### config.mk
export PLATFORM = sky130hd
export DESIGN_NAME = axis_header_inserter
export DESIGN_NICKNAME = d
export VERILOG_FILES = /design/src/rtl/axis_insert_pkg.sv /design/src/rtl/axis_byte_merge.sv /design/src/rtl/axis_header_inserter.sv
export SDC_FILE = /design/constraint.sdc
export NUM_CORES = 1
export LEC_CHECK = 0
export BUFFER_PORTS_ARGS = -buffer_cell sky130_fd_sc_hd__buf_2
export CAP_MARGIN = 30
export CORE_MARGIN = 3
export CORE_UTILIZATION = 50
export CTS_CLUSTER_SIZE = 40
export DETAILED_ROUTE_END_ITERATION = 12
export MAX_ROUTING_LAYER = met4
export PLACE_DENSITY = 0.74
export SYNTH_ARGS = -nofsm -noshare
export SYNTH_HDL_FRONTEND = slang
export SYNTH_SLANG_ARGS = --single-unit
### constraint.sdc
create_clock -name clk -period 3.9 [get_ports clk]
set_clock_uncertainty 0.1 [all_clocks]
set_input_delay 0.195 -clock clk [delete_from_list [all_inputs] [get_ports clk]]
set_output_delay 0.195 -clock clk [all_outputs]
set_load 0.01 [all_outputs]
### src/rtl/axis_insert_pkg.sv
`default_nettype none
// ============================================================================
//  Package     : axis_insert_pkg
//  Description : Shared types and helpers for the AXI-Stream header inserter.
//                - state_e     : inserter FSM state encoding
//                - BYTE_WD     : bits per byte lane
//                - MAX_KEEP_WD : widest keep vector count_ones() accepts
//                - count_ones  : population count of a keep mask
//  Revision    : 1.0 - initial release
// ============================================================================
package axis_insert_pkg;

   typedef enum logic [1:0] {
      IDLE   = 2'd0,
      STREAM = 2'd1,
      FLUSH  = 2'd2
   } state_e;

   localparam int BYTE_WD     = 8;
   localparam int MAX_KEEP_WD = 64;

   // Number of set bits in a (zero-extended) keep mask.
   function automatic int unsigned count_ones(input logic [MAX_KEEP_WD-1:0] v);
      int unsigned n;
      n = 0;
      for (int i = 0; i < MAX_KEEP_WD; i++) begin
         n = n + 32'(v[i]);
      end
      return n;
   endfunction

endpackage
`default_nettype wire

### src/rtl/axis_byte_merge.sv
`default_nettype none
// ============================================================================
//  Module      : axis_byte_merge
//  Description : Combinational byte aligner. Concatenates the held word above
//                the incoming word and shifts the pair left by (W - shift_n)
//                bytes so the shift_n held bytes land at the top of the beat.
//  Ports       :
//    hold_data     in   DATA_WD        previously held word (header or data)
//    hold_keep     in   DATA_BYTE_WD   byte enables of the held word
//    data          in   DATA_WD        incoming word (zero when flushing)
//    keep          in   DATA_BYTE_WD   byte enables of the incoming word
//    shift_n       in   BYTE_CNT_WD+1  header byte count N, 0..W
//    merged_data   out  DATA_WD        upper W bytes of the shifted pair
//    merged_keep   out  DATA_BYTE_WD   upper W keep bits of the shifted pair
//    residual_keep out  DATA_BYTE_WD   lower W keep bits (bytes left over)
//  Revision    : 1.0 - initial release
// ============================================================================
module axis_byte_merge
   import axis_insert_pkg::*;
#(
   parameter int DATA_WD      = 32,
   parameter int DATA_BYTE_WD = DATA_WD / 8,
   parameter int BYTE_CNT_WD  = $clog2(DATA_BYTE_WD)
) (
   input  logic [DATA_WD-1:0]      hold_data,
   input  logic [DATA_BYTE_WD-1:0] hold_keep,
   input  logic [DATA_WD-1:0]      data,
   input  logic [DATA_BYTE_WD-1:0] keep,
   input  logic [BYTE_CNT_WD:0]    shift_n,
   output logic [DATA_WD-1:0]      merged_data,
   output logic [DATA_BYTE_WD-1:0] merged_keep,
   output logic [DATA_BYTE_WD-1:0] residual_keep
);

   logic [BYTE_CNT_WD:0]        shift_bytes;
   logic [2*DATA_WD-1:0]        cat_data;
   logic [2*DATA_BYTE_WD-1:0]   cat_keep;
   logic                        unused_low;

   always_comb begin
      shift_bytes   = (BYTE_CNT_WD+1)'(DATA_BYTE_WD) - shift_n;
      cat_data      = {hold_data, data} << (32'(shift_bytes) * BYTE_WD);
      cat_keep      = {hold_keep, keep} << shift_bytes;
      merged_data   = cat_data[2*DATA_WD-1:DATA_WD];
      merged_keep   = cat_keep[2*DATA_BYTE_WD-1:DATA_BYTE_WD];
      residual_keep = cat_keep[DATA_BYTE_WD-1:0];
   end

   // The low data half is never emitted: residual bytes are re-derived from
   // the held word on the next beat.
   assign unused_low = ^cat_data[DATA_WD-1:0];

endmodule
`default_nettype wire

### src/rtl/axis_header_inserter.sv
`default_nettype none
// ============================================================================
//  Module      : axis_header_inserter
//  Description : AXI-Stream header inserter. Accepts one header word per
//                packet, keeps its N valid (LSB-aligned) bytes and prepends
//                them to the packet data, re-packing the merged byte stream
//                into full MSB-first beats. Registered output stage.
//  Build macro : AXIS_INSERT_KEEP_DERIVE_EN - when defined, N is the popcount
//                of keep_insert and byte_insert_cnt is ignored.
//  Ports       :
//    clk, rst_n         clock, asynchronous active-low reset
//    valid_in/ready_in  data beat handshake (data_in, keep_in, last_in)
//    valid_out/ready_out output beat handshake (data_out, keep_out, last_out)
//    valid_insert/ready_insert header handshake (header_insert,
//                       keep_insert, byte_insert_cnt)
//  Revision    : 1.0 - initial release
// ============================================================================
module axis_header_inserter
   import axis_insert_pkg::*;
#(
   parameter int DATA_WD      = 32,
   parameter int DATA_BYTE_WD = DATA_WD / 8,
   parameter int BYTE_CNT_WD  = $clog2(DATA_BYTE_WD)
) (
   input  logic                    clk,
   input  logic                    rst_n,
   input  logic                    valid_in,
   input  logic [DATA_WD-1:0]      data_in,
   input  logic [DATA_BYTE_WD-1:0] keep_in,
   input  logic                    last_in,
   output logic                    ready_in,
   output logic                    valid_out,
   output logic [DATA_WD-1:0]      data_out,
   output logic [DATA_BYTE_WD-1:0] keep_out,
   output logic                    last_out,
   input  logic                    ready_out,
   input  logic                    valid_insert,
   input  logic [DATA_WD-1:0]      header_insert,
   input  logic [DATA_BYTE_WD-1:0] keep_insert,
   input  logic [BYTE_CNT_WD:0]    byte_insert_cnt,
   output logic                    ready_insert
);

   state_e                  state_q, state_d;
   logic [DATA_WD-1:0]      hold_data_q, hold_data_d;
   logic [DATA_BYTE_WD-1:0] hold_keep_q, hold_keep_d;
   logic [BYTE_CNT_WD:0]    shift_n_q, shift_n_d;
   logic                    valid_out_q, valid_out_d;
   logic [DATA_WD-1:0]      data_out_q, data_out_d;
   logic [DATA_BYTE_WD-1:0] keep_out_q, keep_out_d;
   logic                    last_out_q, last_out_d;
   logic                    ready_insert_q, ready_insert_d;

   logic                    slot_free;
   logic                    ready_in_w;
   logic [BYTE_CNT_WD:0]    n_sel;
   logic [DATA_WD-1:0]      merge_in_data;
   logic [DATA_BYTE_WD-1:0] merge_in_keep;
   logic [DATA_WD-1:0]      merged_data;
   logic [DATA_BYTE_WD-1:0] merged_keep;
   logic [DATA_BYTE_WD-1:0] residual_keep;

`ifdef AXIS_INSERT_KEEP_DERIVE_EN
   logic unused_cnt;
   assign n_sel      = (BYTE_CNT_WD+1)'(count_ones(MAX_KEEP_WD'(keep_insert)));
   assign unused_cnt = ^byte_insert_cnt;
`else
   assign n_sel = byte_insert_cnt;
`endif

   // The output register can take a new beat when empty or draining now.
   assign slot_free  = !valid_out_q || ready_out;
   assign ready_in_w = (state_q == STREAM) && slot_free;

   // In FLUSH only the held residue is emitted, so the low half is zero.
   assign merge_in_data = (state_q == FLUSH) ? '0 : data_in;
   assign merge_in_keep = (state_q == FLUSH) ? '0 : keep_in;

   axis_byte_merge #(
      .DATA_WD      (DATA_WD),
      .DATA_BYTE_WD (DATA_BYTE_WD),
      .BYTE_CNT_WD  (BYTE_CNT_WD)
   ) u_merge (
      .hold_data     (hold_data_q),
      .hold_keep     (hold_keep_q),
      .data          (merge_in_data),
      .keep          (merge_in_keep),
      .shift_n       (shift_n_q),
      .merged_data   (merged_data),
      .merged_keep   (merged_keep),
      .residual_keep (residual_keep)
   );

   always_comb begin
      state_d     = state_q;
      hold_data_d = hold_data_q;
      hold_keep_d = hold_keep_q;
      shift_n_d   = shift_n_q;
      valid_out_d = valid_out_q;
      data_out_d  = data_out_q;
      keep_out_d  = keep_out_q;
      last_out_d  = last_out_q;

      if (valid_out_q && ready_out) begin
         valid_out_d = 1'b0;
      end

      unique case (state_q)
         IDLE: begin
            if (valid_insert && ready_insert_q) begin
               hold_data_d = header_insert;
               hold_keep_d = keep_insert;
               shift_n_d   = n_sel;
               state_d     = STREAM;
            end
         end
         STREAM: begin
            if (valid_in && ready_in_w) begin
               data_out_d  = merged_data;
               keep_out_d  = merged_keep;
               valid_out_d = 1'b1;
               hold_data_d = data_in;
               hold_keep_d = keep_in;
               last_out_d  = 1'b0;
               if (last_in) begin
                  // Leftover bytes that did not fit need one extra beat.
                  if (residual_keep == '0) begin
                     last_out_d = 1'b1;
                     state_d    = IDLE;
                  end else begin
                     state_d    = FLUSH;
                  end
               end
            end
         end
         FLUSH: begin
            if (slot_free) begin
               data_out_d  = merged_data;
               keep_out_d  = merged_keep;
               valid_out_d = 1'b1;
               last_out_d  = 1'b1;
               state_d     = IDLE;
            end
         end
         default: begin
            state_d = IDLE;
         end
      endcase

      // Header acceptance opens the cycle after the packet's final beat loads.
      ready_insert_d = (state_d == IDLE);
   end

   always_ff @(posedge clk or negedge rst_n) begin
      if (!rst_n) begin
         state_q        <= IDLE;
         hold_data_q    <= '0;
         hold_keep_q    <= '0;
         shift_n_q      <= '0;
         valid_out_q    <= 1'b0;
         data_out_q     <= '0;
         keep_out_q     <= '0;
         last_out_q     <= 1'b0;
         ready_insert_q <= 1'b0;
      end else begin
         state_q        <= state_d;
         hold_data_q    <= hold_data_d;
         hold_keep_q    <= hold_keep_d;
         shift_n_q      <= shift_n_d;
         valid_out_q    <= valid_out_d;
         data_out_q     <= data_out_d;
         keep_out_q     <= keep_out_d;
         last_out_q     <= last_out_d;
         ready_insert_q <= ready_insert_d;
      end
   end

   assign ready_in     = ready_in_w;
   assign valid_out    = valid_out_q;
   assign data_out     = data_out_q;
   assign keep_out     = keep_out_q;
   assign last_out     = last_out_q;
   assign ready_insert = ready_insert_q;

endmodule
`default_nettype wire

==> results of run 1 <==
==> layout make-up <==
cell class,count,area [sq um]
Inverter,9,33.8
Tap cell,136,170
Clock buffer,14,173
Fill cell,940,4160
Multi-Input combinational cell,396,3160
Sequential cell,80,2000
Timing Repair Buffer,136,753
Clock inverter,2,12.5
==> synthesized netlist by cell type (2+ instances only) <==
cell        n
a21oi_1    21
mux2_1     10
nor2_1     28
o21ai_0    37
ha_1        5
nand2_1    29
nor3_1     45
a2111oi_2   4
mux2_2     65
buf_2      13
nor2b_1     4
dfrtp_1    80
a31oi_1     9
a221oi_1   10
buf_6       8
nor4_1      9
mux2i_1    55
o2bb2ai_1   8
mux4_2      9
a221o_1     9
nand2b_1   10
a2111oi_0   7
buf_4       8
inv_1       8
clkbuf_1   18
nor2_2      2
==> flip-flops by register name (all words and copies together) (netlist names) <==
register,cells
shift_n_q,3
ready_insert,1
state_q,2
last_out,1
data_out,32
valid_out,1
hold_data_q,32
keep_out,4
hold_keep_q,4
==> layer usage <==
layer / vias to the layer above / wire (um) / GRT usage [%]
li1: 2204 / - / -
met3: 25 / 1050 / 4.05
met4: 0 / 287 / 9.44
met2: 212 / 7870 / 42.8
met1: 2437 / 6960 / 35.8
met5: - / 0 / -
==> worst paths after layout <==
check                             start         endpoint  slack [ns]  cells past startpoint
hold reg to reg             data_out[9]      data_out[9]        0.38                      2
min in group asynchronous         rst_n  hold_data_q[30]        0.23                      2
hold / removal               data_in[5]      data_out[5]        0.03                      3
max in group asynchronous         rst_n     shift_n_q[0]        2.87                      3
setup reg to reg           shift_n_q[0]      keep_out[0]        0.80                      7
setup / recovery           shift_n_q[0]      keep_out[0]        0.80                      7
==> placed cells by master (no fill, tap or decap), types with 2 or more instances in the layout <==
master / instances
a221o_1: 9
nand2_1: 29
nor2_1: 28
dlygate4sd3_1: 4
clkbuf_1: 2
mux4_2: 9
ha_1: 3
nand2b_1: 10
mux2_1: 10
a2111oi_2: 4
o21ai_0: 37
a21oi_1: 21
mux2_2: 65
nor3_1: 45
nor4_1: 9
clkbuf_8: 12
a221oi_1: 10
mux2i_1: 55
buf_2: 119
dfrtp_1: 79
a31oi_1: 9
inv_1: 8
ha_2: 2
or2_2: 2
o2bb2ai_1: 8
buf_4: 12
nor2_2: 2
a2111oi_0: 7
nor2b_1: 4
==> repair_timing <==
action,4_1_cts,5_1_grt
endpoints found under the hold margin,37,0
resized for setup,0,0
hold buffers,4,0
endpoints found under the setup margin,0,0
==> logic make-up (layout without fill, tap and decap cells) <==
logic type                 count (synthesis)  after routing
buffers and inverters                     56            161
DFF                                       80             80
AOI/OAI and AO/OA                        112            112
adders and majority gates                  5              5
and+or+nand+nor                          138            138
xor gates and xnor gates                   2              2
muxes                                    139            139
==> through the flow <==
step	hold slack, ns	total power [mW]	cell area (sq um)
floorplan	-0.201	4.86	5470
global placement	0.330	5.75	6050
detailed placement	0.0876	5.89	6080
CTS	0.0131	6.50	6310
global route	0.0398	6.97	6310
finish	0.0252	6.54	6310
==> power by group through the flow <==
stage | clock network [mW] | registers (mW) | logic (mW)
5_1_grt | 0.640 | 1.67 | 4.66
3_3_place_gp | 0 | 1.62 | 4.13
3_5_place_dp | 0 | 1.63 | 4.26
4_1_cts | 0.602 | 1.62 | 4.28
6_report | 0.595 | 1.62 | 4.33
2_1_floorplan | 0 | 1.60 | 3.25
==> worst max-delay path, delay by kind of cell (launching register included) <==
family,cells,cell delay [ns]
buf+inv,2,0.68
compound gates,3,0.50
simple gates,1,0.76
flops,1,0.40
fa+ha+maj,1,0.56
==> impl_metrics.ini, run 1 <==
[flow_run]
drv_cap = 0

[yosys]
synth.net_count = 618
syn_area_per_cell_sq_um = 10.3
ys.flop_type = dfrtp_1
synth_compound_area_share_pct = 14.3
synth_xor_area_share_pct = 0.458
netlist.area_leader.share_pct = 36.6
async_flop_share_pct = 100
synth-edff-count = 0
ys_warn_count = 0
synth_seq_cells = 80
synthAdderAreaFrac_pct = 1.14
ys_types = 47
synth_top_family_by_area = multiplexers
synthMuxAreaShare_pct = 29.2
synth_area_leaders = dfrtp_1, mux2_2, mux2i_1
syn_inst = 532
netlist_area_sq_um = 5470
synth_simple_gate_area_share_pct = 12.4
yosys.area.top_type = dfrtp_1
yosysSeqAreaShare_pct = 36.6

[grt]
grt_overflow_total = 0
grt_pass1_vias = 5045
grtUsageTotal_pct = 27.1
grt_max_degree = 69
grt_pass1_wl_um = 26500
antenna_found_initial = 0

[clocking]
cts_setup_buffers = 0
clk_latency_ns = 0.36
cts_buffer_depth = 2
numCtsBuffers = 9
htreeDepth = 3
cts_root_buffer = clkbuf_8
clk_pin_slew_ns = 0.08
cts_tree = yes
cts.sinks = 80

[setup_path]
cp-start-kind = flop
crit_required_ns = 4.09
cp-end-kind = flop
cp_data_arrival_time_ns = 3.29
crit_fanout = 22
crit_slowest_cell = nor2b_1
critPathMaxStageDelay_ns = 0.76
crit_type = reg -> reg
crit_chain = inv_1, ha_2, buf_4, nor2b_1, a32o_1, o21ai_1, a31oi_1

[route]
drtIter0Drc = 412
wl_um = 16200
wl_per_cell_um = 20.9
antenna_left = 0
viasPerCell = 6.31
vias = 4878
drc = 0
drtPass1Iterations = 5

[pwr]
comb_power_share_pct = 66.1
p_switching_mw = 3.15
swShare_pct = 48.1
clkPwrFrac_pct = 9.1
internal-power_mw = 3.40
seq_power_share_pct = 24.8
power_density_nw_per_um2 = 1040
peakVddDrop_mv = 0.617
p_leak_nw = 2.72

[floorplan]
placementRows = 37
coreArea_sq_um = 10500
start_util_pct = 52.2
die_w_um = 111
io_pins = 121
die_y_um = 111
die_area_sq_um = 12200

[sta]
tns_ns = 0
post-route-min-period_ns = 3.10
period_share_pct = 79.6
setup_viol_count_final = 0
rsz0062_at_grt = no
slew_viol_final = 0
hold_violations = 0
timing.final.ws_setup_ns = 0.797
max-slew-margin-rel_pct = 34.6
worstMarginPinSlew_ns = 0.981
fmaxAchievable_mhz = 322

[layout]
area_delta_synth_final_pct = 15.4
post_layout_nonfiller_instances = 773
nets = 718
postLayoutCoreUtil_pct = 60.3
drive_above_1_share_pct = 37.4
diodes = 0

[placed_design]
globalplace.congestion = 0.915
dp_hpwl_um = 11200
portBuffers = 120
placed_cells = 753
dp_slack_ns = 0.904

[worst_hold_path]
hp-class = in -> reg

[outcome]
status = finished, final reports clean
Power figures use the tool's default switching activity.
==> run 2: changes to the inputs <==
--- a/config.mk
+++ b/config.mk
@@ -12,7 +12,7 @@
 export CTS_CLUSTER_SIZE = 40
 export DETAILED_ROUTE_END_ITERATION = 12
 export MAX_ROUTING_LAYER = met4
-export PLACE_DENSITY = 0.74
+export PLACE_DENSITY = 0.77
 export SYNTH_ARGS = -nofsm -noshare
 export SYNTH_HDL_FRONTEND = slang
 export SYNTH_SLANG_ARGS = --single-unit
==> constraint.sdc (replaced) <==
create_clock -name clk -period 2.6 [get_ports clk]
set_clock_uncertainty 0.1 [all_clocks]
set_input_delay 0.13 -clock clk [delete_from_list [all_inputs] [get_ports clk]]
set_output_delay 0.13 -clock clk [all_outputs]
set_load 0.01 [all_outputs]
==> run 2 against run 1 <==
Effect of this change:
- sequential cell count unchanged
- clock-buffer cell count down 3
- hold slack worse by 0.010 ns
- combinational power up 55%
- critical path depth down 2
- die area unchanged
- sequential power up 51%
- critical path type unchanged
- fmax up 32%
==> impl_metrics.ini, run 2 (synthesis gave the netlist of run 1 again) <==
[sta]
max-slew-margin-rel_pct = 34.4
post-route-min-period_ns = 2.34
tns_ns = 0
slew_viol_final = 0
period_share_pct = 90.2
worstMarginPinSlew_ns = 0.979
setup_viol_count_final = 0
hold_violations = 0
rsz0062_at_grt = no
fmaxAchievable_mhz = 427
whs_ns = 0.0150

[layout]
drive_above_1_share_pct = 38.1
final_common_cell = buf_2
mostFrequentLayoutCells = buf_2, dfrtp_1, mux2_2
area_delta_synth_final_pct = 19.5
fill_cells = 910
nets = 742
postLayoutCoreUtil_pct = 62.4
diodes = 0
finalInstanceArea_sq_um = 6530

[pwr]
peakVddDrop_mv = 0.956
power_density_nw_per_um2 = 1540
seq_power_share_pct = 24.3
p_switching_mw = 4.74
finalPower_mw = 10.0
swShare_pct = 47.2
p_leak_nw = 2.84
internal-power_mw = 5.29
comb_power_share_pct = 67.0
clkPwrFrac_pct = 8.6

[floorplan]
start_util_pct = 52.2
die_area_sq_um = 12200
io_pins = 121
coreArea_sq_um = 10500
die_y_um = 111
die_w_um = 111
placementRows = 37

[setup_path]
crit_slowest_cell = mux4_2
startpoint = shift_n_q[0]
crit_buf_inv = 2
rr_startpoint = shift_n_q[0]
crit_fanout = 35
cp-start-kind = flop
crit_required_ns = 2.74
timing.critical_path.max_delay_family = buffers and inverters
crit_type = reg -> reg
r2r-end = data_out[27]
reg2reg_slack_ns = 0.26
cp_data_arrival_time_ns = 2.49
reg2reg_depth = 5
cp-end-kind = flop
cp.depth = 5
crit_chain = buf_4, buf_4, mux4_2, nor3_1, nor3_1
critPathMaxStageDelay_ns = 0.56
crit_path_end = data_out[27]

[clocking]
clk_pin_slew_ns = 0.09
cts.sinks = 80
cts_buffer_depth = 2
cts_root_buffer = clkbuf_8
numCtsBuffers = 9
clk_latency_ns = 0.37
post_cts_resized = 0
cts_tree = yes
htreeDepth = 3

[route]
wl_um = 16200
drc = 0
drtIter0Drc = 284
wl_per_cell_um = 20.3
antenna_left = 0
vias = 4947
drtPass1Iterations = 5
viasPerCell = 6.21

[grt]
antenna_found_initial = 0
grt_pass1_wl_um = 26300
grtUsageTotal_pct = 27.4
grt_overflow_total = 0
grt_pass1_vias = 5032
grt_max_degree = 50

[flow_run]
drv_cap = 0

[worst_hold_path]
hp-class = in -> reg

[placed_design]
place_area_sq_um = 6190
portBuffers = 120
globalplace.congestion = 0.924
dp_hpwl_um = 11400

[outcome]
status = finished, final reports clean
[run 2: cell count changes in the layout (fill, tap and decap cells not counted), sizes merged]
cell         change
dlygate4sd3     +12
buf             +12
clkinv           +3
clkbuf           -3
[run 2: how the worst min path moves through the flow]
stage                            from         endpoint  slack, ns  cells after the start
floorplan                       rst_n      data_out[0]      -0.27                      0
global placement                rst_n  hold_data_q[30]       0.10                      1
detailed placement              rst_n     shift_n_q[2]        0.1                      1
CTS                  header_insert[3]   hold_data_q[3]      0.002                      3
global route        header_insert[10]  hold_data_q[10]       0.01                      3
finish               header_insert[6]   hold_data_q[6]       0.02                      3
[run 2: worst reg2reg max path: cells and delay by family, from the launching register on]
family	cells	cell delay (ns)
buffers and inverters	2	0.95
and+or+nand+nor	2	0.25
muxes	1	0.57
DFF	1	0.36
[run 2: power by group through the flow]
stage / Clock (mW) / Sequential (mW) / Combinational (mW)
finish: 0.868 / 2.44 / 6.72
floorplan: 0 / 2.41 / 4.88
CTS: 0.887 / 2.42 / 6.66
global route: 0.948 / 2.52 / 7.28
global placement: 0 / 2.42 / 6.47
detailed placement: 0 / 2.45 / 6.62
[run 2: per-layer routing]
| layer | vias up | wire length, um | track usage, % |
|---|---|---|---|
| met5 | - | 0 | - |
| met3 | 43 | 1240 | 5.53 |
| met1 | 2399 | 6760 | 36.1 |
| met4 | 0 | 488 | 11.0 |
| li1 | 2244 | - | - |
| met2 | 261 | 7690 | 41.5 |
[run 2: area by class of cell]
type                            instances  area [sq um]  share of cell area (%)
Tap cell                              136           170                    2.61
Clock inverter                          5          31.3                   0.479
Multi-Input combinational cell        396          3160                    48.4
Inverter                                9          33.8                   0.517
Timing Repair Buffer                  160           981                    15.0
Clock buffer                           11           151                    2.32
Sequential cell                        80          2000                    30.7
[run 2: what timing repair did]
item | 4_1_cts | 5_1_grt
hold endpoints to repair | 62 | 0
hold buffers | 16 | 0
setup buffers | 0 | 0
[run 2: through the flow]
| step | worst slack (ns) | instances |
|---|---|---|
| after floorplan | 0.409 | 532 |
| after global placement | 0.300 | 765 |
| after detailed placement | 0.301 | 765 |
| after CTS | 0.296 | 797 |
| after global routing | 0.105 | 797 |
| final | 0.255 | 797 |
